==> src/rtl/alarm_sequencer.sv <==
// Alarm clock ring/snooze sequencer: IDLE -> RINGING <-> SNOOZE -> DONE.
// Optional macro ALARM_SNOOZE_LIMIT_EN caps snoozes per episode at MAX_SNOOZE.
module alarm_sequencer #(
   parameter logic [7:0] RING_SECONDS   = 8'd60,
   parameter logic [7:0] SNOOZE_SECONDS = 8'd120,
   parameter logic [2:0] MAX_SNOOZE     = 3'd3
) (
   input  logic        clock,
   input  logic        reset,
   input  logic        one_second,
   input  logic        alarm_enable,
   input  logic [15:0] current_time,
   input  logic [15:0] alarm_time,
   input  logic        stop_button,
   input  logic        snooze_button,
   output logic        sound_alarm,
   output logic        snooze_active,
   output logic        alarm_event,
   output logic [2:0]  snooze_count
);

   typedef enum logic [1:0] {
      IDLE,
      RINGING,
      SNOOZE,
      DONE
   } state_t;

   state_t     state_q, state_d;
   logic [7:0] ring_q, ring_d;
   logic [7:0] snz_q, snz_d;
   logic [2:0] cnt_q, cnt_d;
   logic       event_q;
   logic       match;
   logic       limit_hit;

   assign match = alarm_enable && (current_time == alarm_time);

`ifdef ALARM_SNOOZE_LIMIT_EN
   assign limit_hit = (cnt_q == MAX_SNOOZE);
`else
   logic unused_max_snooze;
   assign limit_hit         = 1'b0;
   assign unused_max_snooze = ^MAX_SNOOZE;
`endif

   // Next-state, timer and snooze-count logic
   always_comb begin
      state_d = state_q;
      ring_d  = ring_q;
      snz_d   = snz_q;
      cnt_d   = cnt_q;
      unique case (state_q)
         IDLE: begin
            if (match) begin
               state_d = RINGING;
               ring_d  = '0;
            end
         end
         RINGING: begin
            if (!alarm_enable) begin
               state_d = DONE;
            end else if (stop_button) begin
               state_d = DONE;
            end else if (snooze_button && !limit_hit) begin
               state_d = SNOOZE;
               snz_d   = '0;
               if (cnt_q != 3'd7)
                  cnt_d = cnt_q + 3'd1;
            end else if (one_second) begin
               if (ring_q == RING_SECONDS - 8'd1)
                  state_d = DONE;
               else if (ring_q != 8'hFF)
                  ring_d = ring_q + 8'd1;
            end
         end
         SNOOZE: begin
            if (!alarm_enable) begin
               state_d = DONE;
            end else if (stop_button) begin
               state_d = DONE;
            end else if (one_second) begin
               if (snz_q == SNOOZE_SECONDS - 8'd1) begin
                  state_d = RINGING;
                  ring_d  = '0;
               end else if (snz_q != 8'hFF) begin
                  snz_d = snz_q + 8'd1;
               end
            end
         end
         DONE: begin
            if (!match) begin
               state_d = IDLE;
               cnt_d   = '0;
            end
         end
         default: state_d = IDLE;
      endcase
   end

   // State, timers, count and the ring-entry pulse
   always_ff @(posedge clock or negedge reset) begin
      if (!reset) begin
         state_q <= IDLE;
         ring_q  <= '0;
         snz_q   <= '0;
         cnt_q   <= '0;
         event_q <= 1'b0;
      end else begin
         state_q <= state_d;
         ring_q  <= ring_d;
         snz_q   <= snz_d;
         cnt_q   <= cnt_d;
         event_q <= (state_d == RINGING) && (state_q != RINGING);
      end
   end

   assign sound_alarm   = (state_q == RINGING);
   assign snooze_active = (state_q == SNOOZE);
   assign alarm_event   = event_q;
   assign snooze_count  = cnt_q;

endmodule

==> config.mk <==
export PLATFORM = sky130hd
export DESIGN_NAME = alarm_sequencer
export DESIGN_NICKNAME = d
export VERILOG_FILES = /design/src/rtl/alarm_sequencer.sv
export SDC_FILE = /design/constraint.sdc
export NUM_CORES = 1
export LEC_CHECK = 0
export CORE_ASPECT_RATIO = 1.5
export CORE_UTILIZATION = 48
export DETAILED_ROUTE_END_ITERATION = 10
export PLACE_DENSITY_LB_ADDON = 0.15
export SYNTH_ARGS = -nofsm -noshare
export SYNTH_HDL_FRONTEND = slang
export SYNTH_SLANG_ARGS = --single-unit
==> constraint.sdc <==
create_clock -name clock -period 2.3 [get_ports clock]
set_input_delay 0.46 -clock clock [delete_from_list [all_inputs] [get_ports clock]]
set_output_delay 0.46 -clock clock [all_outputs]
set_load 0.01 [all_outputs]
# ---- Yosys cells after proc, flatten, opt, wreduce, memory -nomap -nowiden
# Index checks and enable logic that the tools add are counted.
dict set report word_totals {
  register_bits 22
  out_inout_bits 6
  in_bits 38
}
dict set report classes {
  n_reduce_logical 9
  mux 39
  add_sub_neg 3
  n_eq_ne 27
}
# cell n
set ops {}
lappend ops {{2-to-1 mux 8 bit} 19}
lappend ops {{!= test 2 bit (second input constant)} 12}
lappend ops {{case mux 8 bit (3 select lines)} 1}
lappend ops {{2-to-1 mux 2 bit} 11}
lappend ops {{adder 8 x 1 -> 8 bit (second input constant)} 2}
lappend ops {{equality test 16 bit} 1}
lappend ops {{!= test 8 bit (second input constant)} 2}
lappend ops {{case mux 8 bit (2 select lines)} 1}
lappend ops {{2-to-1 mux 3 bit} 5}
lappend ops {{AND reduction 12 bit} 1}
lappend ops {{!= test 2 x 1 -> 1 bit (second input constant)} 5}
lappend ops {{AND reduction 9 bit} 1}
lappend ops {{equality test 8 x 6 -> 1 bit (second input constant)} 1}
lappend ops {{equality test 8 x 7 -> 1 bit (second input constant)} 1}
lappend ops {{case mux 2 bit (4 select lines)} 1}
lappend ops {{case mux 3 bit (2 select lines)} 1}
lappend ops {{AND reduction 6 bit} 1}
lappend ops {{equality test 2 x 1 -> 1 bit (second input constant)} 2}
lappend ops {{equality test 2 bit (second input constant)} 2}
lappend ops {{nonzero test 2 bit} 2}
lappend ops {{adder 3 x 1 -> 3 bit (second input constant)} 1}
lappend ops {{!= test 3 bit (second input constant)} 1}
lappend ops {{nonzero test 3 bit} 1}
lappend ops {{logical AND 1 bit} 2}
lappend ops {{zero test 2 bit} 1}

# ---- Logic depth before layout (Yosys ltp)
dict set report depth {
  ltp_word 9
  depth_mapped 9
  mapped_depth_nobuf 7
}

# ---- Worst setup path before layout
# Ideal clock, no wire load.
dict set report synth_timing {
  path_type {in2reg}
  from {in alarm_time[10]}
  to {reg ring_q[5]}
  path_buffers 0
  stages 6
  arrival_time_ps 1697
  t_required_ps 2179
  setup_ps 121
  setup_slack_ps 482
  path_cell_list {xor2_1 > nor4_1 > nand4_1 > o21ai_2 > o211ai_1 > a22o_1}
}
dict set report synth_between {
  elab_chain_cells 4
}
# element line_no
set synth_lines {}
lappend synth_lines {{from (decl)} 13} ;# input logic [15:0] alarm_time,
lappend synth_lines {{equality test 16 bit} 37} ;# assign match = alarm_enable && (current_time == alarm_time);
lappend synth_lines {{logical AND 1 bit} 37}
lappend synth_lines {{!= test 2 bit (no line)} --}
lappend synth_lines {{AND reduction 12 bit (no line)} --}
lappend synth_lines {{to (signal assigned)} 111} ;# ring_q <= ring_d;
lappend synth_lines {{to (decl)} 30} ;# logic [7:0] ring_q, ring_d;
# No other way between the ends.
# A chain may end at the register's enable or synchronous reset.

# ---- Worst setup path after layout
dict set report layout_timing {
  from {reg state_q[0]}
  to {out sound_alarm}
}
dict set report layout_between {
  elab_chain_cells 1
}
# element line_no
set layout_lines {}
lappend layout_lines {{from (decl)} 29} ;# state_t state_q, state_d;
lappend layout_lines {{from (signal assigned)} 110} ;# state_q <= state_d;
lappend layout_lines {{equality test 2 x 1 -> 1 bit} 118} ;# assign sound_alarm = (state_q == RINGING);
lappend layout_lines {{to (decl)} 16} ;# output logic sound_alarm,
# No other way between the ends.

==> impl_metrics.yaml <==
floorplan:
  top_level_ports: 44
  die_w_um: 49.1
  initial_utilization: 0.505
  num_rows: 25
  core_area_um2: 3160
  dieArea_um2: 3560
  dieHeight_um: 72.6
power_and_ir_drop:
  power_frac_comb: 0.479
  powerDensity_nw_per_um2: 842
  power_mw: 1.86
  internal-power_mw: 1.17
  vdd.ir_drop.worst_v: 0.000516
  switching_power_mw: 0.690
  sw_frac_of_total: 0.371
  power.share.sequential: 0.323
  p_leak_nw: 0.936
  clockPowerShare: 0.199
cells_and_area:
  layout.nets: 275
  post-route-util: 0.701
  area_growth_pct: 38.9
  multi_input_area_um2: 960
  fill_cells: 246
  ff_latch_area_um2: 552
  n_antenna_cell: 0
  drive_above_1_share: 0.151
clock_tree:
  postCtsSetupBuffers: 0
  clk_pin_slew_ns: 0.09
  htreeDepth: 1
  cts-root-buf: "clkbuf_8"
  cts_max_path_buffers: 2
  cts_sinks: 22
  worstSkewPairLatency_ns: 0.26
  cts_tree: "yes"
  cts_buffers: 3
sta:
  grt_setup_unrepaired: "no"
  period_share: 0.946
  clock.fmax_mhz: 459
  skew_ns: 0.00229
  hold_violations: 0
  slew_violations: 0
  tns_ns: 0
  setup_viol: 0
  tightest_slew_ns: 0.341
  whs_ns: 0.522
  relSlewSlack: 0.771
  period_minus_slack_ns: 2.18
  setup_ws_ns: 0.124
synth:
  synth-warning-count: 0
  yosysSeqAreaShare: 0.345
  syn_area_per_cell_um2: 9.06
  ys_seq_elements: 22
  synth_cells: 176
  synth.top_cells.by_area: "dfrtp_1, xor2_1, nand2_1"
  synth_most_common_cell: "dfrtp_1"
  ys_async_sr_fraction: 1.00
  syn-num-nets: 218
  synth_edf_count: 0
  ys.flop_type: "dfrtp_1"
  yosysUniqueCellTypes: 53
  yosys-top-cells-count: "dfrtp_1, xor2_1, nand2_1, inv_1, nor2_1"
  syn_area_um2: 1590
  yosys.area.top_type: "dfrtp_1"
  synth_top_area_frac: 0.345
global_route:
  grt_max_degree: 23
  grt_pass1_wl_um: 7130
  antenna_found_initial: 0
  grt_pass1_vias: 1670
  grt-ovfl-total: 0
  grt_usage: 0.260
place:
  gp_congestion: 0.879
  pre_cts_slack_ns: -0.123
  hpwlAfterDp_um: 3290
  numPortBuffers: 43
setup_path:
  critPathMaxStageDelay_ns: 0.57
  crit_path_max_fanout: 8
  critPathKind: "reg2out"
  crit_arrival_ns: 1.72
  crit_chain: "nand2b_1, inv_1, clkdlybuf4s50_1"
  cp_slowest_cell: "clkdlybuf4s50_1"
  critPathLaunchType: "flop"
  critPathCaptureType: "output pin"
  required_ns: 1.84
routing:
  route.detailed.drc: 0
  wl_um: 4160
  drt-initial-drc-count: 62
  vias_per_cell: 5.56
  final_antenna_net_count: 0
  vias: 1511
  dr.pass1.iters: 4
  routedWlPerCell_um: 15.3
hold_path:
  min_path_type: "reg2reg"
status:
  run_status: "finished, final reports clean"
run:
  maxCapViolations: 0
## critical path, delay by kind of cell, from the launching register on
family | cells | cell delay [ns]
buffers and inverters | 2 | 0.78
flip-flops | 1 | 0.45
AND/OR/NAND/NOR | 1 | 0.22
## what timing repair did
item,CTS,global route
endpoints found under the setup margin,0,1
gates resized for setup,0,1
hold buffers,0,0
## registers in the layout, indices dropped and copies added (netlist names)
signal        flops
alarm_event       1
snz_q             8
ring_q            8
snooze_count      3
state_q           2
## final timing paths
kind	startpoint	depth (start not counted)	slack [ns]	to
min	ring_q[0]	1	0.52	ring_q[0]
max in group asynchronous	reset	2	1.52	state_q[0]
min in group asynchronous	reset	2	0.54	snooze_count[0]
min reg2reg	ring_q[0]	1	0.52	ring_q[0]
max reg2reg	state_q[0]	7	0.30	ring_q[7]
max	state_q[0]	3	0.12	sound_alarm
## power by group through the flow
stage / clock network [mW] / logic [mW] / registers [mW]
global placement: 0 / 0.845 / 0.595
detailed placement: 0 / 0.884 / 0.607
floorplan: 0 / 0.508 / 0.588
global route: 0.390 / 0.971 / 0.619
finish: 0.370 / 0.892 / 0.601
CTS: 0.375 / 0.896 / 0.598
## kinds of logic (layout without fill, tap and decap cells)
kind of cell,after synthesis,after routing,share of synthesized area
simple gates,69,69,0.268
compound gates,39,39,0.169
xor+xnor,22,22,0.121
flops,22,22,0.345
buf+inv,18,74,0.0526
fa+ha+maj,4,4,0.0314
mux,2,2,0.0126
## final cells by class
| cell class | instances | area share |
|---|---|---|
| Multi-Input combinational cell | 136 | 0.434 |
| Sequential cell | 22 | 0.249 |
| Timing Repair Buffer | 56 | 0.239 |
| Inverter | 14 | 0.0237 |
| Tap cell | 40 | 0.0226 |
| Clock buffer | 3 | 0.0187 |
| Clock inverter | 1 | 0.0136 |
## through the flow
stage | area, um2 | std cells
final | 2210 | 272
after global routing | 2210 | 272
after global placement | 2140 | 268
after floorplan | 1590 | 176
after detailed placement | 2140 | 268
after CTS | 2210 | 272
## metal layers
layer / global-route usage / wire length (um)
met4: 0.108 / 63
met1: 0.260 / 1560
met5: 0 / 0
met2: 0.528 / 2380
met3: 0.0292 / 160
## cells in the final DEF (no fill, tap or decap), types with 4 or more instances in the layout
master           count
dfrtp_1             21
nand4_1              4
o21ai_1              6
xor2_1              16
buf_4               13
xnor2_1              6
nand2_1             15
nor2_1              11
inv_1               13
clkdlybuf4s50_1     43
a21oi_1              6
o21ai_0              9
nand3_1              6
nor3_1               4
nor4_1               4
ha_1                 4
No activity file was read; power rests on OpenSTA's default activity.
==> RTL edit (config.mk and constraints unchanged) <==
Register the outputs `sound_alarm` and `snooze_active`; this adds one clock of latency there. The other outputs are not delayed to match.
--- a/src/rtl/alarm_sequencer.sv
+++ b/src/rtl/alarm_sequencer.sv
@@ -116,6 +116,8 @@
    end
 
-   assign sound_alarm   = (state_q == RINGING);
-   assign snooze_active = (state_q == SNOOZE);
+   always_ff @(posedge clock) begin
+      sound_alarm   <= (state_q == RINGING);
+      snooze_active <= (state_q == SNOOZE);
+   end
    assign alarm_event   = event_q;
    assign snooze_count  = cnt_q;
Behaviour: not the same (a bounded check fails within 4 cycles, from zero or initial values and one cycle with reset low).
==> RTL edit against the unedited design <==
Total power fell by 13%; worst hold slack improved by 12 ps; highest routed layer unchanged; largest power group is now sequential cells; wire length down 5.8%; count of clock-buffer cells in the layout unchanged; global-route usage decreased by 1.6 points; sequential share of layout area grew 1.8 points; area after synthesis fell by 1.8%; worst setup slack worse by 8.6 ps; design area fell by 0.17%; sequential cell count increased by 2; non-clock buffer count is 3 higher.
==> RTL edit: results (changes against the unedited design) <==
- Result of the run: finished, final reports clean (unchanged)
- Metal-1 WL: 1.367 mm (was 1.561 mm)
- Share of synthesized area occupied by flip-flops and latches: 37.73% (was 34.54%)
- Footprint of the flip-flops and latches: 590.6 um2 (was 551.8 um2)
- Last element of the critical path: ring_q[3] (was sound_alarm)
- Maximum net fanout on the critical path: 6 (was 8)
- Fill count: 269 (was 246)
- Total track usage: 24.31% (was 25.95%)
- Vias in the first global route: 1566 (was 1670)
- Cell count after synthesis: 171 (was 176)
- Peak per-stage delay on the critical path: 530 ps (was 570 ps)
- Sequential power share: 39.9% (was 32.3%)
- Critical Path Slowest Stage Cell: sky130_fd_sc_hd__or4_1 (was sky130_fd_sc_hd__clkdlybuf4s50_1)
- Compound-cell area share of the yosys netlist: 17.11% (was 16.88%)
- Top cells by instance count after synthesis: sky130_fd_sc_hd__dfrtp_1 (22), sky130_fd_sc_hd__nand2_1 (18), sky130_fd_sc_hd__xnor2_1 (15) (was sky130_fd_sc_hd__dfrtp_1 (22), sky130_fd_sc_hd__xor2_1 (16), sky130_fd_sc_hd__nand2_1 (15))
- Routability cong.: 0.8525 (was 0.8790)
- Leading post-synthesis cells by cell area: sky130_fd_sc_hd__dfrtp_1 (35%), sky130_fd_sc_hd__xnor2_1 (8.4%), sky130_fd_sc_hd__nand2_1 (4.3%), sky130_fd_sc_hd__o21ai_1 (3.8%), sky130_fd_sc_hd__xor2_1 (3.4%) (was sky130_fd_sc_hd__dfrtp_1 (35%), sky130_fd_sc_hd__xor2_1 (8.8%), sky130_fd_sc_hd__nand2_1 (3.5%), sky130_fd_sc_hd__xnor2_1 (3.3%), sky130_fd_sc_hd__ha_1 (3.1%))
- Psw: 557.7 uW (was 690.3 uW)
- Portion of total power attributed to combinational logic: 37.3% (was 47.9%)
- VDD IR max: 0.5611 mV (was 0.5157 mV)
- Worst Hold Class: input port to asynchronous set/reset pin (was flip-flop to flip-flop)
- Worst slack at placement: -122.5 ps (was -122.7 ps)
- Via-per-instance ratio: 5.530 (was 5.555)
- Area of the multi-input gates: 928.4 um2 (was 959.7 um2)
- Fin nets: 271 (was 275)
- Worst hold margin: 534.4 ps (was 522.5 ps)
- Buffers outside the clock class: 59 (was 56)
- Type of the setup path with the least slack: flip-flop to flip-flop (was flip-flop to primary output)
- Initial DRC Count: 34 (was 62)
- Sequential fraction of total cell area: 26.73% (was 24.93%)
- Net switching share of the total power: 34.31% (was 37.05%)
- Worst-Margin Slew: 334.0 ps (was 341.0 ps)
- Non-clock inverter total of the final layout: 5 (was 14)
==> RTL edit: changes by cell type after synthesis, moves of 3 or more <==
cell / delta
sky130_fd_sc_hd__and3_2: +3
sky130_fd_sc_hd__inv_1: -8
sky130_fd_sc_hd__xnor2_1: +9
sky130_fd_sc_hd__xor2_1: -10
sky130_fd_sc_hd__o21ai_1: +6
sky130_fd_sc_hd__a21oi_1: -3
sky130_fd_sc_hd__o21ai_0: -7
sky130_fd_sc_hd__nor4_1: -3
sky130_fd_sc_hd__clkbuf_1: +3
sky130_fd_sc_hd__and2_1: +3
sky130_fd_sc_hd__a22oi_1: -3
sky130_fd_sc_hd__nand2_1: +3
==> RTL edit: cell families after synthesis <==
kind of cell,count (synthesis)
AOI/OAI and AO/OA,37
buffers and inverters,11
muxes,1
DFF,24
and+or+nand+nor,73
adders and majority gates,4
xor gates and xnor gates,21
